File: config.mk
export PLATFORM = sky130hd
export DESIGN_NAME = ttt_game_fsm_flat
export DESIGN_NICKNAME = d
export VERILOG_FILES = /design/src/rtl/ttt_game_fsm_if.sv /design/src/rtl/ttt_game_fsm.sv /design/src/flat_wrapper.sv
export SDC_FILE = /design/constraint.sdc
export NUM_CORES = 1
export LEC_CHECK = 0
export CORE_ASPECT_RATIO = 1.2
export CORE_MARGIN = 2
export CORE_UTILIZATION = 60
export CTS_CLUSTER_DIAMETER = 60
export DETAILED_ROUTE_END_ITERATION = 7
export PLACE_DENSITY = 0.85
export SYNTH_ARGS = -nofsm -noshare
export SYNTH_HDL_FRONTEND = slang
export SYNTH_SLANG_ARGS = --single-unit
export TNS_END_PERCENT = 100
File: constraint.sdc
create_clock -name clk -period 3.5 [get_ports clk]
set_clock_uncertainty 0.2 [all_clocks]
set_input_delay 0.525 -clock clk [delete_from_list [all_inputs] [get_ports clk]]
set_output_delay 0.525 -clock clk [all_outputs]
set_load 0.01 [all_outputs]
File: src/rtl/ttt_game_fsm_if.sv
// ttt_game_fsm_if
// Connects the keypad scanner to the tic-tac-toe game engine, and the game engine
// to the display renderers.
// Signals:
//   key_data  [11:0] one-hot key from the scanner (bit0..8 = cells 0..8, bit9 '*', bit10 '0', bit11 '#')
//   in_main          main/start screen active
//   board_x   [8:0]  cells holding X
//   board_o   [8:0]  cells holding O
//   turn_o           0 = X to move, 1 = O to move
//   game_over        game finished (win or draw)
//   winner    [1:0]  00 none, 01 X, 10 O, 11 draw
//   move_cnt  [3:0]  marks placed
//   key_evt          one-cycle pulse per qualified press
//   illegal          one-cycle pulse on a press onto an occupied cell
//   win_line  [8:0]  cells of every completed winning line (only with TTT_WINLINE_EN)
// Modports: master = key source / display side, slave = game engine.
interface ttt_game_fsm_if;
  logic [11:0] key_data;
  logic        in_main;
  logic [8:0]  board_x;
  logic [8:0]  board_o;
  logic        turn_o;
  logic        game_over;
  logic [1:0]  winner;
  logic [3:0]  move_cnt;
  logic        key_evt;
  logic        illegal;
`ifdef TTT_WINLINE_EN
  logic [8:0]  win_line;
`endif

  modport master (
`ifdef TTT_WINLINE_EN
    input  win_line,
`endif
    output key_data,
    input  in_main, board_x, board_o, turn_o, game_over, winner, move_cnt, key_evt, illegal
  );

  modport slave (
`ifdef TTT_WINLINE_EN
    output win_line,
`endif
    input  key_data,
    output in_main, board_x, board_o, turn_o, game_over, winner, move_cnt, key_evt, illegal
  );
endinterface

File: src/rtl/ttt_game_fsm.sv
// ttt_game_fsm
// Tic-tac-toe game engine fed directly by the keypad scanner. It qualifies key
// presses (debounce plus one event per press), runs the main/play/result flow,
// holds the 3x3 board and the turn, and detects a win or a draw.
// Ports:
//   clk   system clock
//   rst   asynchronous active-high reset
//   bus   ttt_game_fsm_if.slave: key_data in; board, turn, result and pulse outputs
// Parameter:
//   STABLE_CYC  cycles key_data must hold a value to count as a press or a release
// Build option:
//   TTT_WINLINE_EN  adds bus.win_line, the cells of the completed winning line(s)
//
// state    | meaning
// ---------+------------------------------------------------------------
// ST_MAIN  | start screen; only key 1 starts a game
// ST_PLAY  | waiting for the mover to press a cell, '*' aborts
// ST_CHECK | one cycle: evaluate the last move for win / draw / next turn
// ST_OVER  | board frozen, result shown; '#' replays, '*' goes to main
module ttt_game_fsm #(
  parameter logic [15:0] STABLE_CYC = 16'd1000
) (
  input  logic          clk,
  input  logic          rst,
  ttt_game_fsm_if.slave bus
);

  localparam logic [1:0] ST_MAIN  = 2'd0;
  localparam logic [1:0] ST_PLAY  = 2'd1;
  localparam logic [1:0] ST_CHECK = 2'd2;
  localparam logic [1:0] ST_OVER  = 2'd3;

  localparam logic [3:0] KEY_START = 4'd0;
  localparam logic [3:0] KEY_STAR  = 4'd9;
  localparam logic [3:0] KEY_HASH  = 4'd11;

  // Down-counter reload: the counter reaches 0 once the registered key has been
  // unchanged for STABLE_CYC cycles.
  localparam logic [15:0] CNT_LOAD = (STABLE_CYC == 16'd0) ? 16'd0 : STABLE_CYC - 16'd1;

  function automatic logic [8:0] line_mask(input int unsigned n);
    case (n)
      0:       line_mask = 9'h007;
      1:       line_mask = 9'h038;
      2:       line_mask = 9'h1C0;
      3:       line_mask = 9'h049;
      4:       line_mask = 9'h092;
      5:       line_mask = 9'h124;
      6:       line_mask = 9'h111;
      default: line_mask = 9'h054;
    endcase
  endfunction

  // ---------------------------------------------------------------- qualifier
  logic [11:0] key_q, key_d;
  logic [15:0] cnt_q, cnt_d;
  logic        armed_q, armed_d;
  logic        key_evt_q, key_evt_d;
  logic [3:0]  key_idx_q, key_idx_d;

  logic        key_onehot;
  logic        key_stable;
  logic [3:0]  key_enc;

  always_comb begin
    key_onehot = (key_q != 12'd0) && ((key_q & (key_q - 12'd1)) == 12'd0);
    key_stable = (cnt_q == 16'd0);
    key_enc    = 4'd0;
    for (int i = 0; i < 12; i++) begin
      if (key_q[i]) key_enc = 4'(i);
    end
  end

  always_comb begin
    key_d     = bus.key_data;
    key_evt_d = 1'b0;
    armed_d   = armed_q;
    key_idx_d = key_idx_q;

    if (bus.key_data != key_q) cnt_d = CNT_LOAD;
    else if (cnt_q != 16'd0)   cnt_d = cnt_q - 16'd1;
    else                       cnt_d = cnt_q;

    if (armed_q && key_stable && key_onehot) begin
      key_evt_d = 1'b1;
      key_idx_d = key_enc;
      armed_d   = 1'b0;
    end else if (!armed_q && key_stable && (key_q == 12'd0)) begin
      armed_d = 1'b1;
    end
  end

  always_ff @(posedge clk or posedge rst) begin
    if (rst) begin
      key_q     <= '0;
      cnt_q     <= '0;
      armed_q   <= 1'b1;
      key_evt_q <= 1'b0;
      key_idx_q <= '0;
    end else begin
      key_q     <= key_d;
      cnt_q     <= cnt_d;
      armed_q   <= armed_d;
      key_evt_q <= key_evt_d;
      key_idx_q <= key_idx_d;
    end
  end

  // --------------------------------------------------------------- game FSM
  logic [1:0] state_q, state_d;
  logic       in_main_q, in_main_d;
  logic [8:0] board_x_q, board_x_d;
  logic [8:0] board_o_q, board_o_d;
  logic       turn_q, turn_d;
  logic       game_over_q, game_over_d;
  logic [1:0] winner_q, winner_d;
  logic [3:0] move_cnt_q, move_cnt_d;
  logic       illegal_q, illegal_d;
`ifdef TTT_WINLINE_EN
  logic [8:0] win_line_q, win_line_d;
`endif

  logic [8:0] mover_board;
  logic [8:0] line_hits;
  logic [8:0] cell_m;
  logic       cell_key;
  logic       cell_busy;

  always_comb begin
    mover_board = turn_q ? board_o_q : board_x_q;
    line_hits   = 9'd0;
    for (int unsigned n = 0; n < 8; n++) begin
      if ((mover_board & line_mask(n)) == line_mask(n)) line_hits = line_hits | line_mask(n);
    end
    cell_key  = (key_idx_q < 4'd9);
    cell_m    = 9'h001 << key_idx_q;
    cell_busy = |((board_x_q | board_o_q) & cell_m);
  end

  always_comb begin
    state_d     = state_q;
    in_main_d   = in_main_q;
    board_x_d   = board_x_q;
    board_o_d   = board_o_q;
    turn_d      = turn_q;
    game_over_d = game_over_q;
    winner_d    = winner_q;
    move_cnt_d  = move_cnt_q;
    illegal_d   = 1'b0;
`ifdef TTT_WINLINE_EN
    win_line_d  = win_line_q;
`endif

    case (state_q)
      ST_MAIN: begin
        if (key_evt_q && key_idx_q == KEY_START) begin
          board_x_d  = '0;
          board_o_d  = '0;
          move_cnt_d = '0;
          turn_d     = 1'b0;
          winner_d   = 2'b00;
          in_main_d  = 1'b0;
          state_d    = ST_PLAY;
        end
      end

      ST_PLAY: begin
        if (key_evt_q) begin
          if (cell_key) begin
            if (cell_busy) begin
              illegal_d = 1'b1;
            end else begin
              if (turn_q) board_o_d = board_o_q | cell_m;
              else        board_x_d = board_x_q | cell_m;
              move_cnt_d = move_cnt_q + 4'd1;
              state_d    = ST_CHECK;
            end
          end else if (key_idx_q == KEY_STAR) begin
            // Abort also zeroes the move count so it keeps matching the empty board.
            board_x_d  = '0;
            board_o_d  = '0;
            move_cnt_d = '0;
            turn_d     = 1'b0;
            in_main_d  = 1'b1;
            state_d    = ST_MAIN;
          end
        end
      end

      ST_CHECK: begin
        // Win is tested before the move count so a 9th-move win is not a draw.
        if (line_hits != 9'd0) begin
          winner_d    = turn_q ? 2'b10 : 2'b01;
          game_over_d = 1'b1;
`ifdef TTT_WINLINE_EN
          win_line_d  = line_hits;
`endif
          state_d     = ST_OVER;
        end else if (move_cnt_q == 4'd9) begin
          winner_d    = 2'b11;
          game_over_d = 1'b1;
`ifdef TTT_WINLINE_EN
          win_line_d  = '0;
`endif
          state_d     = ST_OVER;
        end else begin
          turn_d  = ~turn_q;
          state_d = ST_PLAY;
        end
      end

      default: begin
        if (key_evt_q && (key_idx_q == KEY_HASH || key_idx_q == KEY_STAR)) begin
          board_x_d   = '0;
          board_o_d   = '0;
          move_cnt_d  = '0;
          turn_d      = 1'b0;
          winner_d    = 2'b00;
          game_over_d = 1'b0;
`ifdef TTT_WINLINE_EN
          win_line_d  = '0;
`endif
          if (key_idx_q == KEY_STAR) begin
            in_main_d = 1'b1;
            state_d   = ST_MAIN;
          end else begin
            state_d   = ST_PLAY;
          end
        end
      end
    endcase
  end

  always_ff @(posedge clk or posedge rst) begin
    if (rst) begin
      state_q     <= ST_MAIN;
      in_main_q   <= 1'b1;
      board_x_q   <= '0;
      board_o_q   <= '0;
      turn_q      <= 1'b0;
      game_over_q <= 1'b0;
      winner_q    <= 2'b00;
      move_cnt_q  <= '0;
      illegal_q   <= 1'b0;
`ifdef TTT_WINLINE_EN
      win_line_q  <= '0;
`endif
    end else begin
      state_q     <= state_d;
      in_main_q   <= in_main_d;
      board_x_q   <= board_x_d;
      board_o_q   <= board_o_d;
      turn_q      <= turn_d;
      game_over_q <= game_over_d;
      winner_q    <= winner_d;
      move_cnt_q  <= move_cnt_d;
      illegal_q   <= illegal_d;
`ifdef TTT_WINLINE_EN
      win_line_q  <= win_line_d;
`endif
    end
  end

  assign bus.in_main   = in_main_q;
  assign bus.board_x   = board_x_q;
  assign bus.board_o   = board_o_q;
  assign bus.turn_o    = turn_q;
  assign bus.game_over = game_over_q;
  assign bus.winner    = winner_q;
  assign bus.move_cnt  = move_cnt_q;
  assign bus.key_evt   = key_evt_q;
  assign bus.illegal   = illegal_q;
`ifdef TTT_WINLINE_EN
  assign bus.win_line  = win_line_q;
`endif

endmodule

File: src/flat_wrapper.sv
// flat-port wrapper written by rule: the top's interface ports become plain ports
module ttt_game_fsm_flat 
#(
  parameter logic [15:0] STABLE_CYC = 16'd1000
)
  (clk, rst, bus_key_data, bus_in_main, bus_board_x, bus_board_o, bus_turn_o, bus_game_over, bus_winner, bus_move_cnt, bus_key_evt, bus_illegal);
  ttt_game_fsm_if bus_i ();
  input  logic clk;
  input  logic rst;
  input wire logic [$bits(bus_i.key_data)-1:0] bus_key_data;
  output wire logic [$bits(bus_i.in_main)-1:0] bus_in_main;
  output wire logic [$bits(bus_i.board_x)-1:0] bus_board_x;
  output wire logic [$bits(bus_i.board_o)-1:0] bus_board_o;
  output wire logic [$bits(bus_i.turn_o)-1:0] bus_turn_o;
  output wire logic [$bits(bus_i.game_over)-1:0] bus_game_over;
  output wire logic [$bits(bus_i.winner)-1:0] bus_winner;
  output wire logic [$bits(bus_i.move_cnt)-1:0] bus_move_cnt;
  output wire logic [$bits(bus_i.key_evt)-1:0] bus_key_evt;
  output wire logic [$bits(bus_i.illegal)-1:0] bus_illegal;
  assign bus_i.key_data = bus_key_data;
  assign bus_in_main = bus_i.in_main;
  assign bus_board_x = bus_i.board_x;
  assign bus_board_o = bus_i.board_o;
  assign bus_turn_o = bus_i.turn_o;
  assign bus_game_over = bus_i.game_over;
  assign bus_winner = bus_i.winner;
  assign bus_move_cnt = bus_i.move_cnt;
  assign bus_key_evt = bus_i.key_evt;
  assign bus_illegal = bus_i.illegal;
  ttt_game_fsm #(.STABLE_CYC(STABLE_CYC)) u_core (.clk(clk), .rst(rst), .bus(bus_i));
endmodule
==> impl_metrics.py, run 1 <==
metrics = {
    "floorplanning": {
        "dieArea_mm2": 0.00640,
        "io_pins": 43,
        "fp-row-count": 30,
        "die_x_um": 73.4,
        "die_h_um": 87.2,
        "core_area_mm2": 0.00563,
        "initial_utilization": 0.615,
    },
    "setup_path": {
        "r2r_cells": 6,
        "start_kind": "register",
        "reg2reg_to": "u_core.bus.board_x[8]$_DFFE_PP0P_",
        "worstPathRequired_ns": 3.52,
        "crit_type": "register to register",
        "crit_start": "u_core.key_idx_q[0]$_DFFE_PP0P_",
        "cp_max_fo": 14,
        "crit_path_end_kind": "register",
        "r2r-start": "u_core.key_idx_q[0]$_DFFE_PP0P_",
        "arrival_ns": 2.73,
        "rrSetupSlack_ns": 0.78,
    },
    "route": {
        "drc_errors": 0,
        "antenna_left": 0,
        "drt_iter0_drc": 207,
        "avgViaCountPerCell": 6.18,
        "dr.pass1.iters": 4,
        "wl_um": 7400,
        "num_vias": 2806,
        "wire_per_inst_um": 16.3,
    },
    "min_path": {
        "hold_path.class": "register to register",
        "holdPathStages": 2,
        "hold_end": "u_core.bus.game_over$_DFFE_PP0P_",
        "hp-start": "u_core.bus.game_over$_DFFE_PP0P_",
    },
    "clock_tree": {
        "holdBufCountCts": 0,
        "worstSkewPairLatency_ns": 0.35,
        "cts_resized": 0,
        "cts.sinks": 64,
        "clkSlewWorstSetupHoldPaths_ns": 0.08,
        "postCtsSetupBuffers": 0,
        "cts_tree": "yes",
        "cts_root_buffer": "clkbuf_8",
        "cts_made_buffers": 9,
        "htree_num_levels": 3,
        "cts_buffer_depth": 2,
    },
    "synth": {
        "synth_top_area_cell": "dfrtp_1",
        "synthCells": 343,
        "syn_nets": 360,
        "syn-cell-area_mm2": 0.00346,
        "synth_common_cells": "dfrtp_1 (62), nand2_1 (39), nor2_1 (37)",
        "ys_ff_latch": 64,
        "synthTopCellsByArea": "dfrtp_1 (45%), xor2_1 (4.8%), nand2_1 (4.2%)",
        "synth_ff_type": "dfrtp_1",
        "synth_warnings": 0,
        "async_reset_ff_frac": 1.00,
        "synth-seq-area-share": 0.463,
        "yosys.area.top_type_share": 0.448,
        "yosys.cell_count.top_type": "dfrtp_1",
        "synthDistinctLibCells": 61,
        "synth_area_per_cell_um2": 10.1,
        "synth-edff-count": 0,
    },
    "pwr": {
        "swShare": 0.238,
        "p_leak_nw": 1.62,
        "switching_power_uw": 344,
        "peakVddDrop_v": 0.000299,
        "seq_power_share": 0.524,
        "powerDensity_mw_per_mm2": 354,
        "power_mw": 1.45,
        "combPwrFrac": 0.041,
        "p_clk_frac": 0.435,
        "internal_power_mw": 1.10,
    },
    "placement": {
        "place_hpwl_um": 5350,
        "dpl_cell_area_mm2": 0.00389,
        "place.gp.congestion": 0.878,
        "io_buffers": 42,
    },
    "sta": {
        "slew_headroom": 0.507,
        "finalCriticalPeriod_ns": 2.72,
        "rsz0062_at_grt": "no",
        "fin_tns_setup_ns": 0,
        "drv_slew": 0,
        "max_freq_mhz": 368,
        "finalHoldViolCount": 0,
        "tightestPinTransition_ns": 0.729,
        "period_share": 0.777,
        "setup_viol": 0,
    },
    "finish": {
        "nets": 402,
        "drive_above_1_share": 0.141,
        "multi_input_area_mm2": 0.00171,
        "seq_area_mm2": 0.00160,
        "fin_area_mm2": 0.00409,
        "n_fill_cell": 421,
        "antenna-diode-count": 0,
        "syn_to_final_growth_pct": 18.0,
    },
    "flow_run": {
        "drv_cap": 0,
    },
    "global_routing": {
        "grt.overflow.total": 0,
        "grt_max_degree": 65,
        "antenna_found_initial": 0,
        "grt_pass1_vias": 2803,
        "grt_pass1_wl_um": 12700,
        "grt_use_total": 0.261,
    },
    "status": {
        "outcome": "complete, no violations",
    },
}
## worst max-delay path by stage
stage | cells after the start | to | slack [ns]
after CTS | 6 | u_core.bus.board_x[8]$_DFFE_PP0P_ | 0.79
after floorplan | 6 | u_core.key_idx_q[0]$_DFFE_PP0P_ | 1.14
after detailed placement | 6 | u_core.bus.board_x[8]$_DFFE_PP0P_ | 0.83
final | 6 | u_core.bus.board_x[8]$_DFFE_PP0P_ | 0.78
after global placement | 6 | u_core.bus.board_x[4]$_DFFE_PP0P_ | 0.90
after global routing | 6 | u_core.bus.board_x[8]$_DFFE_PP0P_ | 0.65
## registers in the layout, indices dropped and copies added (netlist names)
signal,flops
u_core.bus.illegal,1
u_core.bus.game_over,1
u_core.bus.in_main,1
u_core.key_idx_q,4
u_core.bus.board_o,9
u_core.bus.move_cnt,4
u_core.bus.turn_o,1
u_core.bus.winner,2
u_core.cnt_q,16
u_core.armed_q,1
u_core.key_q,12
u_core.bus.key_evt,1
u_core.bus.board_x,9
u_core.state_q,2
## through the flow
stage               hold slack (ns)  worst slack, ns  std cells  utilization
global placement              0.301            0.900        438        0.691
CTS                           0.320            0.788        454        0.726
finish                        0.313            0.781        454        0.726
global route                  0.367            0.648        454        0.726
floorplan                     0.296             1.14        343            -
detailed placement            0.302            0.832        438        0.691
## placed cells by master (no fill, tap or decap), types with 3 or more instances in the layout
master	instances
xnor2_1	5
a22oi_1	9
clkinvlp_4	3
o21ai_0	13
o22ai_1	4
o22ai_2	4
o31ai_1	5
o32ai_1	3
or3_1	6
dfrtp_1	62
nor3_1	7
nand2_1	39
nor4_2	3
nand2b_1	3
nor4_1	7
inv_1	13
nand3_1	9
o21ai_2	15
mux2_4	4
or4b_1	3
nor2_1	37
clkdlybuf4s50_1	42
a21oi_1	10
and2_1	3
ha_1	3
and3_1	4
xor2_1	19
clkbuf_8	9
nand4_1	3
## critical path, cell delays in order, from the launching register on
cell	delay [ns]
dfrtp_1	0.52
or4b_1	0.68
o22ai_1	0.29
o31ai_2	0.15
nand3_2	0.17
or3_1	0.44
o22ai_2	0.14
## routing by layer
layer	vias up	part of all wire	global-route usage
li1	1329	-	-
met1	1374	0.40	0.300
met2	84	0.53	0.451
met3	19	0.038	0.0347
met4	0	0.027	0.162
met5	-	0	0
## cell families (layout without fill, tap and decap cells)
family          after synthesis  after routing  share of synthesized area
compound gates               78             78                      0.170
mux                           5              5                     0.0202
xor+xnor                     24             24                     0.0607
fa+ha+maj                     3              3                     0.0108
simple gates                143            143                      0.233
flops                        64             64                      0.463
buf+inv                      26             73                     0.0426
## power groups by stage
stage,combinational [mW],sequential (mW),clock [mW]
final,0.0588,0.759,0.631
after global routing,0.0661,0.760,0.668
after CTS,0.0601,0.759,0.643
after detailed placement,0.0597,0.773,0
after global placement,0.0567,0.772,0
after floorplan,0.0343,0.768,0
## cell type report
type | instances | area share
sequential | 64 | 0.392
multi-input combinational | 253 | 0.419
clock inverter | 6 | 0.0171
timing repair buffer | 43 | 0.108
inverter | 14 | 0.0129
clock buffer | 10 | 0.0312
tap | 64 | 0.0196
No activity file was read; power rests on OpenSTA's default activity.
==> run 2, diff against run 1 <==
Settings changed: CORE_UTILIZATION 60 to 56, PLACE_DENSITY 0.85 to 0.8.
Clock period 3.5 ns to 2.8 ns, I/O delays scaled along.
==> run 2 against run 1 <==
Net effect:
- clock power increased by 15%
- register-to-register slack got worse by 0.48 ns
- via count increased by 0.93%
- hold slack got worse by 0.076 ns
- final cell count increased by 5.7%
- critical endpoint is now u_core.bus.board_o[4]$_DFFE_PP0P_
==> impl_metrics.py, run 2 (synthesized netlist as in run 1, its figures left out) <==
metrics = {
    "status": {
        "outcome": "complete, no violations",
    },
    "global_routing": {
        "grt.overflow.total": 0,
        "grt_max_degree": 65,
        "antenna_found_initial": 0,
        "grt_use_total": 0.242,
        "grt_pass1_wl_um": 12800,
        "grt_pass1_vias": 2769,
    },
    "floorplanning": {
        "initial_utilization": 0.576,
        "die_x_um": 75.8,
        "io_pins": 43,
        "fp-row-count": 31,
        "core_area_mm2": 0.00601,
        "dieArea_mm2": 0.00683,
        "die_h_um": 90.2,
    },
    "finish": {
        "n_fill_cell": 471,
        "drive_above_1_share": 0.161,
        "finalNonFillerCells": 480,
        "nets": 410,
        "top_regs": "u_core.cnt_q: 16 flops, u_core.key_q: 12 flops",
        "multi_input_area_mm2": 0.00171,
        "antenna-diode-count": 0,
        "syn_to_final_growth_pct": 19.9,
        "mostFrequentLayoutCell": "dfrtp_1",
        "mostFrequentLayoutCells": "dfrtp_1 (62), clkdlybuf4s50_1 (42), nand2_1 (39)",
        "top_register": "u_core.cnt_q",
        "largest_reg_flops": 16,
        "seq_area_mm2": 0.00160,
    },
    "placement": {
        "io_buffers": 42,
        "place_hpwl_um": 5390,
        "placed_cells": 464,
        "place.gp.congestion": 0.860,
    },
    "clock_tree": {
        "clkSlewWorstSetupHoldPaths_ns": 0.08,
        "cts_root_buffer": "clkbuf_8",
        "htree_num_levels": 3,
        "cts_buffer_depth": 2,
        "cts_tree": "yes",
        "cts_resized": 0,
        "cts_made_buffers": 9,
        "postCtsSetupBuffers": 0,
        "cts.sinks": 64,
        "holdBufCountCts": 0,
        "worstSkewPairLatency_ns": 0.35,
    },
    "route": {
        "wl_um": 7500,
        "num_vias": 2832,
        "drc_errors": 0,
        "drt_iter0_drc": 194,
        "avgViaCountPerCell": 5.90,
        "dr.pass1.iters": 4,
        "antenna_left": 0,
        "wire_per_inst_um": 15.6,
    },
    "setup_path": {
        "start_kind": "register",
        "arrival_ns": 2.57,
        "crit_type": "register to register",
        "crit_path_end_kind": "register",
        "worstPathRequired_ns": 2.87,
        "cp_max_fo": 14,
    },
    "sta": {
        "max_freq_mhz": 400,
        "tightestPinTransition_ns": 0.596,
        "finalCriticalPeriod_ns": 2.50,
        "period_share": 0.893,
        "drv_slew": 0,
        "finalHoldViolCount": 0,
        "rsz0062_at_grt": "no",
        "fin_tns_setup_ns": 0,
        "setup_viol": 0,
        "slew_headroom": 0.599,
    },
    "pwr": {
        "p_leak_nw": 1.66,
        "peakVddDrop_v": 0.000338,
        "powerDensity_mw_per_mm2": 421,
    },
    "min_path": {
        "hold_path.class": "input pin to asynchronous set/reset pin",
    },
    "flow_run": {
        "drv_cap": 0,
    },
}
==> run 2: path summary, 6_finish.rpt <==
kind | from | endpoint | slack [ns] | depth (start not counted)
worst max-delay path | u_core.key_idx_q[1]$_DFFE_PP0P_ | u_core.bus.board_o[4]$_DFFE_PP0P_ | 0.30 | 7
max in group asynchronous | rst | u_core.armed_q$_DFFE_PP1P_ | 1.82 | 3
min in group clk | u_core.bus.game_over$_DFFE_PP0P_ | u_core.bus.game_over$_DFFE_PP0P_ | 0.33 | 2
worst max register to register | u_core.key_idx_q[1]$_DFFE_PP0P_ | u_core.bus.board_o[4]$_DFFE_PP0P_ | 0.30 | 7
worst min register to register | u_core.bus.game_over$_DFFE_PP0P_ | u_core.bus.game_over$_DFFE_PP0P_ | 0.33 | 2
worst min-delay path | rst | u_core.bus.winner[1]$_DFFE_PP0P_ | 0.24 | 3
==> run 2: worst max-delay path: stages (launching register included) <==
cell and delay, ns:
dfrtp_1 0.62, or4b_1 0.27, o22ai_1 0.14, o31ai_2 0.32, nand3_2 0.21, or3_1 0.34
buf_4 0.19, o21ai_2 0.12
==> run 2: power by group <==
part	internal (mW)	leakage [nW]	switching, mW
Combinational	0.0342	0.754	0.0400
Sequential	0.933	0.818	0.0155
Clock	0.346	0.0845	0.382
==> run 2: metrics by stage <==
step                hold WS (ns)  utilization  cell area, µm²  setup slack, ns  power, mW
floorplan                  0.251            -            3460            0.443       1.00
global placement           0.296        0.661            3970            0.416       1.04
detailed placement         0.314        0.661            3970            0.326       1.04
CTS                        0.263        0.691            4160            0.291       1.76
global route               0.257        0.691            4160            0.104       1.81
finish                     0.237        0.691            4160            0.299       1.75
==> run 2: area by class of cell <==
type,instances,area share
multi-input combinational,253,0.412
clock buffer,10,0.0331
clock inverter,6,0.0108
timing repair buffer,51,0.120
tap,82,0.0247
inverter,14,0.0126
sequential,64,0.386
==> run 2: layer usage <==
metal | track usage | vias to the layer above | wire (µm)
li1 | - | 1349 | -
met1 | 0.305 | 1396 | 3160
met2 | 0.392 | 68 | 3880
met3 | 0.0426 | 19 | 237
met4 | 0.113 | 0 | 226
met5 | 0 | - | 0
==> run 3, diff against run 2 <==
Settings changed: CTS_CLUSTER_DIAMETER 60 to default.
==> results of run 3 <==
The final DEF is identical to that of run 2; final timing and power are the same.
